**src/rtl/sram_arb_pkg.sv**
```systemverilog
// Shared types and default timing for the two-port SRAM arbiter.
// Optional build macro used by the arbiter: SRAM_ARB_PERF_EN.
package sram_arb_pkg;

  typedef enum logic [2:0] {
    ST_IDLE     = 3'd0,
    ST_RD       = 3'd1,
    ST_WR_SETUP = 3'd2,
    ST_WR_PULSE = 3'd3,
    ST_WR_HOLD  = 3'd4,
    ST_TURN     = 3'd5
  } state_e;

  localparam logic SEL_A = 1'b0;
  localparam logic SEL_B = 1'b1;

  localparam int DEF_ADDR_W       = 18;
  localparam int DEF_RD_CYCLES    = 3;
  localparam int DEF_WE_CYCLES    = 2;
  localparam int DEF_MAX_A_STREAK = 4;

  // Strobe-length counter and streak counter widths
  localparam int CNT_W    = 8;
  localparam int STREAK_W = 4;

endpackage

```
**src/rtl/sram_arbiter_seq.sv**
```systemverilog
// Strobe/timing FSM for one asynchronous SRAM access (read or write),
// including the one-cycle bus turnaround after every access.
module sram_access_seq
  import sram_arb_pkg::*;
#(
  parameter int ADDR_W    = DEF_ADDR_W,
  parameter int RD_CYCLES = DEF_RD_CYCLES,
  parameter int WE_CYCLES = DEF_WE_CYCLES
) (
  input  logic              clk_i,
  input  logic              rst_ni,
  input  logic              start_i,
  input  logic              we_i,
  input  logic [ADDR_W-1:0] addr_i,
  input  logic [7:0]        wdata_i,
  output logic              idle_o,
  output logic              done_o,
  output logic              done_rd_o,
  output logic [7:0]        rdata_o,
  output logic              ram_cs_b_o,
  output logic              ram_oe_b_o,
  output logic              ram_we_b_o,
  output logic [ADDR_W-1:0] ram_adr_o,
  output logic [7:0]        ram_dout_o,
  output logic              ram_dout_en_o,
  input  logic [7:0]        ram_din_i
);

  localparam logic [CNT_W-1:0] RD_LOAD = CNT_W'(RD_CYCLES - 1);
  localparam logic [CNT_W-1:0] WE_LOAD = CNT_W'(WE_CYCLES - 1);

  state_e             state_q, state_d;
  logic [CNT_W-1:0]   cnt_q, cnt_d;
  logic               cs_q, cs_d;
  logic               oe_q, oe_d;
  logic               we_q, we_d;
  logic               den_q, den_d;
  logic [ADDR_W-1:0]  adr_q, adr_d;
  logic [7:0]         dout_q, dout_d;

  always_comb begin
    state_d = state_q;
    cnt_d   = cnt_q;
    cs_d    = cs_q;
    oe_d    = oe_q;
    we_d    = we_q;
    den_d   = den_q;
    adr_d   = adr_q;
    dout_d  = dout_q;
    unique case (state_q)
      ST_IDLE: begin
        if (start_i) begin
          adr_d  = addr_i;
          dout_d = wdata_i;
          cs_d   = 1'b0;
          if (we_i) begin
            state_d = ST_WR_SETUP;
            den_d   = 1'b1;
          end else begin
            state_d = ST_RD;
            oe_d    = 1'b0;
            cnt_d   = RD_LOAD;
          end
        end
      end
      ST_RD: begin
        if (cnt_q == '0) begin
          state_d = ST_TURN;
          cs_d    = 1'b1;
          oe_d    = 1'b1;
        end else begin
          cnt_d = cnt_q - 1'b1;
        end
      end
      ST_WR_SETUP: begin
        state_d = ST_WR_PULSE;
        we_d    = 1'b0;
        cnt_d   = WE_LOAD;
      end
      ST_WR_PULSE: begin
        if (cnt_q == '0) begin
          state_d = ST_WR_HOLD;
          we_d    = 1'b1;
        end else begin
          cnt_d = cnt_q - 1'b1;
        end
      end
      ST_WR_HOLD: begin
        // Data stays driven for one cycle after WE rises to meet hold time
        state_d = ST_TURN;
        cs_d    = 1'b1;
        den_d   = 1'b0;
      end
      ST_TURN: begin
        state_d = ST_IDLE;
      end
      default: begin
        state_d = ST_IDLE;
        cs_d    = 1'b1;
        oe_d    = 1'b1;
        we_d    = 1'b1;
        den_d   = 1'b0;
      end
    endcase
  end

  always_ff @(posedge clk_i or negedge rst_ni) begin
    if (!rst_ni) begin
      state_q <= ST_IDLE;
      cnt_q   <= '0;
      cs_q    <= 1'b1;
      oe_q    <= 1'b1;
      we_q    <= 1'b1;
      den_q   <= 1'b0;
      adr_q   <= '0;
      dout_q  <= '0;
    end else begin
      state_q <= state_d;
      cnt_q   <= cnt_d;
      cs_q    <= cs_d;
      oe_q    <= oe_d;
      we_q    <= we_d;
      den_q   <= den_d;
      adr_q   <= adr_d;
      dout_q  <= dout_d;
    end
  end

  // done_o flags the edge that completes the access; rdata_o is what the
  // caller must capture on that edge for a read.
  assign idle_o        = (state_q == ST_IDLE);
  assign done_rd_o     = (state_q == ST_RD) && (cnt_q == '0);
  assign done_o        = done_rd_o || (state_q == ST_WR_HOLD);
  assign rdata_o       = ram_din_i;
  assign ram_cs_b_o    = cs_q;
  assign ram_oe_b_o    = oe_q;
  assign ram_we_b_o    = we_q;
  assign ram_adr_o     = adr_q;
  assign ram_dout_o    = dout_q;
  assign ram_dout_en_o = den_q;

endmodule

```
**src/rtl/sram_arbiter.sv**
```systemverilog
// Two-port arbiter for the external 8-bit SRAM: port A has priority, port B
// is forced after MAX_A_STREAK A grants. Optional counters: SRAM_ARB_PERF_EN.
module sram_arbiter
  import sram_arb_pkg::*;
#(
  parameter int ADDR_W       = DEF_ADDR_W,
  parameter int RD_CYCLES    = DEF_RD_CYCLES,
  parameter int WE_CYCLES    = DEF_WE_CYCLES,
  parameter int MAX_A_STREAK = DEF_MAX_A_STREAK
) (
  input  logic              clk100,
  input  logic              hard_reset_n,
  input  logic              a_req,
  input  logic              a_we,
  input  logic [ADDR_W-1:0] a_addr,
  input  logic [7:0]        a_wdata,
  output logic [7:0]        a_rdata,
  output logic              a_ack,
  input  logic              b_req,
  input  logic              b_we,
  input  logic [ADDR_W-1:0] b_addr,
  input  logic [7:0]        b_wdata,
  output logic [7:0]        b_rdata,
  output logic              b_ack,
  output logic              ram_cs_b,
  output logic              ram_oe_b,
  output logic              ram_we_b,
  output logic [ADDR_W-1:0] ram_adr,
  output logic [7:0]        ram_dout,
  output logic              ram_dout_en,
  input  logic [7:0]        ram_din
`ifdef SRAM_ARB_PERF_EN
  ,
  input  logic              perf_clr,
  output logic [15:0]       perf_a_grants,
  output logic [15:0]       perf_b_grants,
  output logic [7:0]        perf_b_wait_max
`endif
);

  localparam logic [STREAK_W-1:0] STREAK_MAX = STREAK_W'(MAX_A_STREAK);

  logic              seq_idle, seq_done, seq_done_rd;
  logic [7:0]        seq_rdata;
  logic              a_win, b_win, start;
  logic              start_we;
  logic [ADDR_W-1:0] start_addr;
  logic [7:0]        start_wdata;

  logic [STREAK_W-1:0] streak_q, streak_d;
  logic                sel_q, sel_d;
  logic                a_ack_q, a_ack_d, b_ack_q, b_ack_d;
  logic [7:0]          a_rdata_q, a_rdata_d, b_rdata_q, b_rdata_d;

  always_comb begin
    b_win       = seq_idle && b_req &&
                  (!a_req || ((MAX_A_STREAK != 0) && (streak_q == STREAK_MAX)));
    a_win       = seq_idle && a_req && !b_win;
    start       = a_win || b_win;
    start_we    = b_win ? b_we    : a_we;
    start_addr  = b_win ? b_addr  : a_addr;
    start_wdata = b_win ? b_wdata : a_wdata;
  end

  // Streak only grows while B is actually waiting; any idle slot without
  // B pending, or a B grant, resets it.
  always_comb begin
    streak_d = streak_q;
    if (seq_idle) begin
      if (a_win && b_req) begin
        streak_d = (streak_q < STREAK_MAX) ? streak_q + 1'b1 : streak_q;
      end else begin
        streak_d = '0;
      end
    end
    sel_d     = start ? (b_win ? SEL_B : SEL_A) : sel_q;
    a_ack_d   = seq_done && (sel_q == SEL_A);
    b_ack_d   = seq_done && (sel_q == SEL_B);
    a_rdata_d = (seq_done_rd && (sel_q == SEL_A)) ? seq_rdata : a_rdata_q;
    b_rdata_d = (seq_done_rd && (sel_q == SEL_B)) ? seq_rdata : b_rdata_q;
  end

  always_ff @(posedge clk100 or negedge hard_reset_n) begin
    if (!hard_reset_n) begin
      streak_q  <= '0;
      sel_q     <= SEL_A;
      a_ack_q   <= 1'b0;
      b_ack_q   <= 1'b0;
      a_rdata_q <= '0;
      b_rdata_q <= '0;
    end else begin
      streak_q  <= streak_d;
      sel_q     <= sel_d;
      a_ack_q   <= a_ack_d;
      b_ack_q   <= b_ack_d;
      a_rdata_q <= a_rdata_d;
      b_rdata_q <= b_rdata_d;
    end
  end

  assign a_ack   = a_ack_q;
  assign b_ack   = b_ack_q;
  assign a_rdata = a_rdata_q;
  assign b_rdata = b_rdata_q;

  sram_access_seq #(
    .ADDR_W    (ADDR_W),
    .RD_CYCLES (RD_CYCLES),
    .WE_CYCLES (WE_CYCLES)
  ) u_seq (
    .clk_i         (clk100),
    .rst_ni        (hard_reset_n),
    .start_i       (start),
    .we_i          (start_we),
    .addr_i        (start_addr),
    .wdata_i       (start_wdata),
    .idle_o        (seq_idle),
    .done_o        (seq_done),
    .done_rd_o     (seq_done_rd),
    .rdata_o       (seq_rdata),
    .ram_cs_b_o    (ram_cs_b),
    .ram_oe_b_o    (ram_oe_b),
    .ram_we_b_o    (ram_we_b),
    .ram_adr_o     (ram_adr),
    .ram_dout_o    (ram_dout),
    .ram_dout_en_o (ram_dout_en),
    .ram_din_i     (ram_din)
  );

`ifdef SRAM_ARB_PERF_EN
  function automatic logic [15:0] sat_inc16(input logic [15:0] v);
    return (v == 16'hFFFF) ? v : v + 16'd1;
  endfunction

  function automatic logic [7:0] sat_inc8(input logic [7:0] v);
    return (v == 8'hFF) ? v : v + 8'd1;
  endfunction

  logic [15:0] pa_q, pa_d, pb_q, pb_d;
  logic [7:0]  wmax_q, wmax_d, wcnt_q, wcnt_d;
  logic        b_busy;

  // Wait counts edges where B is pending but neither granted nor being served
  always_comb begin
    b_busy = !seq_idle && (sel_q == SEL_B);
    wcnt_d = (b_win || !b_req || b_busy) ? 8'd0 : sat_inc8(wcnt_q);
    pa_d   = pa_q;
    pb_d   = pb_q;
    wmax_d = wmax_q;
    if (perf_clr) begin
      pa_d   = '0;
      pb_d   = '0;
      wmax_d = '0;
    end else begin
      if (a_win) pa_d = sat_inc16(pa_q);
      if (b_win) begin
        pb_d = sat_inc16(pb_q);
        if (wcnt_q > wmax_q) wmax_d = wcnt_q;
      end
    end
  end

  always_ff @(posedge clk100 or negedge hard_reset_n) begin
    if (!hard_reset_n) begin
      pa_q   <= '0;
      pb_q   <= '0;
      wmax_q <= '0;
      wcnt_q <= '0;
    end else begin
      pa_q   <= pa_d;
      pb_q   <= pb_d;
      wmax_q <= wmax_d;
      wcnt_q <= wcnt_d;
    end
  end

  assign perf_a_grants   = pa_q;
  assign perf_b_grants   = pb_q;
  assign perf_b_wait_max = wmax_q;
`endif

endmodule
```
**config.mk**
```make
export PLATFORM = sky130hd
export DESIGN_NAME = sram_arbiter
export DESIGN_NICKNAME = d
export VERILOG_FILES = /design/src/rtl/sram_arb_pkg.sv /design/src/rtl/sram_arbiter_seq.sv /design/src/rtl/sram_arbiter.sv
export SDC_FILE = /design/constraint.sdc
export NUM_CORES = 1
export LEC_CHECK = 0
export CORE_MARGIN = 2
export CORE_UTILIZATION = 40
export DETAILED_ROUTE_END_ITERATION = 6
export GPL_TIMING_DRIVEN = 0
export PLACE_DENSITY = 0.76
export SLEW_MARGIN = 0
export SYNTH_ARGS = -nofsm -noshare
export SYNTH_HDL_FRONTEND = slang
export SYNTH_SLANG_ARGS = --single-unit
```
**constraint.sdc**
```tcl
create_clock -name clk100 -period 2 [get_ports clk100]
set_input_delay 0.5 -clock clk100 [delete_from_list [all_inputs] [get_ports clk100]]
set_output_delay 0.5 -clock clk100 [all_outputs]
set_load 0.005 [all_outputs]
```
==> flow_summary.json <==
{
  "total_power_mw": 6.48,
  "r2r_start": "u_seq.cnt_q[0]",
  "firstDrtPassIters": 4,
  "p_sw_mw": 2.08,
  "finalHoldViolCount": 0,
  "coreArea_um2": 7610,
  "seqPwrFrac_pct": 34.1,
  "layout_min_cycle_time_ns": 1.99,
  "fin_crit_sh_pct": 99.5,
  "drv_cap": 0,
  "max-slew-margin-rel_pct": 46.9,
  "synthArstFlopShare_pct": 100,
  "crit_path_start_kind": "flop",
  "nets": 487,
  "cts_hold_buf": 0,
  "yosysTopAreaCell": "dfrtp_1",
  "status": "finished, final reports clean",
  "r2r-end": "a_rdata[1]",
  "final_cell_mix": "clkdlybuf4s50_1, dfrtp_1, nand2_1",
  "die_area_um2": 8480,
  "setup_tns_ns": 0,
  "hold_path_class": "in -> async",
  "p_clk_share_pct": 22.2,
  "critPathMaxFanout": 8,
  "vias": 2731,
  "via_per_inst": 5.20,
  "die_x_um": 92.1,
  "start_util_pct": 40.8,
  "cts_tree": "done",
  "gpl.final_weighted_congestion": 0.807,
  "cts_sinks": 64,
  "grt_max_degree": 65,
  "cpPeakStageDelay_ns": 0.39,
  "drtIter0Drc": 85,
  "vdd_drop_max_v": 0.000652,
  "skew_ns": 0.00707,
  "fillCellCount": 634,
  "synth-edff-count": 0,
  "antenna_found_initial": 0,
  "die_h_um": 92.1,
  "ff2ff_path_depth": 7,
  "grt_pass1_vias": 2729,
  "cts_made_buffers": 9,
  "cp.arrival_ns": 2.21,
  "ys_types": 53,
  "overflow": 0,
  "p_leak_nw": 2.08,
  "comb_power_share_pct": 43.6,
  "end_kind": "flop",
  "setup_viol": 0,
  "critPathTopFamily": "simple AND/OR/NAND/NOR gates",
  "port_buffers": 112,
  "crit_required_ns": 2.22,
  "place_hpwl_um": 5760,
  "synth_ff_type": "dfrtp_1",
  "synth_cells": 283,
  "synth-seq-area-share_pct": 51.8,
  "final_antenna_net_count": 0,
  "ff2ff_setup_slack_ns": 0.01,
  "path_clk_slew_ns": 0.07,
  "worst_pin_slew_ns": 0.797,
  "fmax_mhz": 502,
  "synth-seq-cells": 64,
  "syn2layout_area_growth_pct": 53.8,
  "startpoint": "u_seq.cnt_q[0]",
  "cts_root_buf": "clkbuf_8",
  "slowest_stage": "dfrtp_1",
  "synthesis.area_um2": 3100,
  "drive_above_1_share_pct": 15.8,
  "worstSetupPathType": "reg -> reg",
  "syn_area_per_cell_um2": 11.0,
  "crit_chain": "inv_2 -> ha_4 -> nor3b_4 -> nand4_4 -> or3_1 -> buf_6 -> mux2_4",
  "grt_first_pass_wirelength_um": 12700,
  "crit_end": "a_rdata[1]",
  "p_per_area_nw_per_um2": 1360,
  "final_common_cell": "clkdlybuf4s50_1",
  "diodes": 0,
  "synth_area_leaders": "dfrtp_1, mux2i_1, o21ai_0, nand2_1, mux2_4",
  "rows": 32,
  "p_int_mw": 4.40,
  "htree_num_levels": 3,
  "grt_use_total_pct": 18.8,
  "clock_latency_ns": 0.33,
  "drc": 0,
  "cts_max_path_buffers": 2,
  "critPathBufInv": 2,
  "swShare_pct": 32.1,
  "ios": 114,
  "routedWlPerCell_um": 15.2,
  "yosysTopAreaCellShare_pct": 49.2,
  "totalWireLength_um": 7990,
  "synth_nets": 352,
  "ys.warnings.count": 0,
  "worstSetupPathDepth": 7,
  "slew_viol_final": 0
}
cells by family after synthesis:
| logic type | share of synthesized area [%] |
|---|---|
| buf+inv | 3.99 |
| simple gates | 11.8 |
| compound gates | 15.4 |
| fa+ha+maj | 1.21 |
| mux | 15.9 |
| flops | 51.8 |
synth_stat cells, types with 2 or more instances:
library cell	instances
a2111oi_0	2
a211oi_1	2
a21o_1	2
a21oi_1	10
a221oi_1	2
a22o_1	2
a31oi_1	5
and3_1	2
buf_1	2
buf_4	3
clkbuf_1	9
dfrtp_1	61
dfstp_2	3
ha_1	3
inv_1	13
mux2_2	9
mux2_4	8
mux2i_1	27
nand2_1	33
nand2b_1	2
nand3_1	3
nor2_1	6
nor2_2	3
nor2b_1	3
nor3_1	4
nor4_1	3
o21ai_0	29
o21ai_1	2
o22a_1	2
o22ai_1	3
or3_1	3
registers in the layout, summed over array words and instances, names as in the netlist:
register	flops
u_seq.ram_we_b_o	1
u_seq.cnt_q	8
u_seq.ram_adr_o	18
streak_q	4
b_rdata	8
a_rdata	8
b_ack	1
a_ack	1
u_seq.ram_dout_en_o	1
u_seq.ram_cs_b_o	1
sel_q	1
u_seq.ram_dout_o	8
u_seq.state_q	3
u_seq.ram_oe_b_o	1
power groups by stage:
stage          registers, mW  logic, mW  clock network (mW)
6_report                2.21       2.83                1.44
5_1_grt                 2.28       3.09                1.53
4_1_cts                 2.20       2.72                1.47
3_5_place_dp            2.22       2.59                   0
3_3_place_gp            2.20       2.52                   0
2_1_floorplan           2.20       1.31                   0
worst min path at each step:
stage	to	slack [ns]	cells past startpoint
4_1_cts	u_seq.cnt_q[4]	0.28	1
6_report	u_seq.cnt_q[4]	0.25	1
3_3_place_gp	u_seq.ram_adr_o[2]	0.46	2
3_5_place_dp	u_seq.ram_adr_o[17]	0.47	2
2_1_floorplan	a_ack	0.20	0
5_1_grt	u_seq.cnt_q[2]	0.32	1
stage by stage:
stage               instances  worst slack (ns)  util (%)  hold slack (ns)  area (um2)
finish                    525           0.00978      62.7            0.247        4770
global route              525           -0.0617      62.7            0.316        4770
CTS                       520            0.0146      61.5            0.276        4680
detailed placement        497            -0.485      57.2            0.469        4350
global placement          497             -1.67      57.2            0.461        4350
floorplan                 283           -0.0354         -            0.204        3100
repair_timing:
item / 4_1_cts / 5_1_grt
gates resized for setup: 5 / 14
setup endpoints to repair: 51 / 52
pin swaps: 3 / 3
buffers inserted: 7 / 5
layout make-up:
cell class,count,area (um2),area share [%]
Inverter,13,48.8,1.02
Clock inverter,5,129,2.70
Timing Repair Buffer,124,1210,25.3
Multi-Input combinational cell,191,1430,30.0
Tap cell,102,128,2.68
Clock buffer,11,131,2.75
Sequential cell,64,1610,33.6
Buffer,15,87.6,1.84
routing by layer:
| layer | up-vias | GRT usage, % | routed length (um) |
|---|---|---|---|
| met1 | 1315 | 21.7 | 3160 |
| met2 | 110 | 32.4 | 4090 |
| met3 | 17 | 5.09 | 589 |
| met4 | 0 | 8.58 | 158 |
| li1 | 1289 | - | - |
| met5 | - | 0 | 0 |
Power figures use the tool's default switching activity.
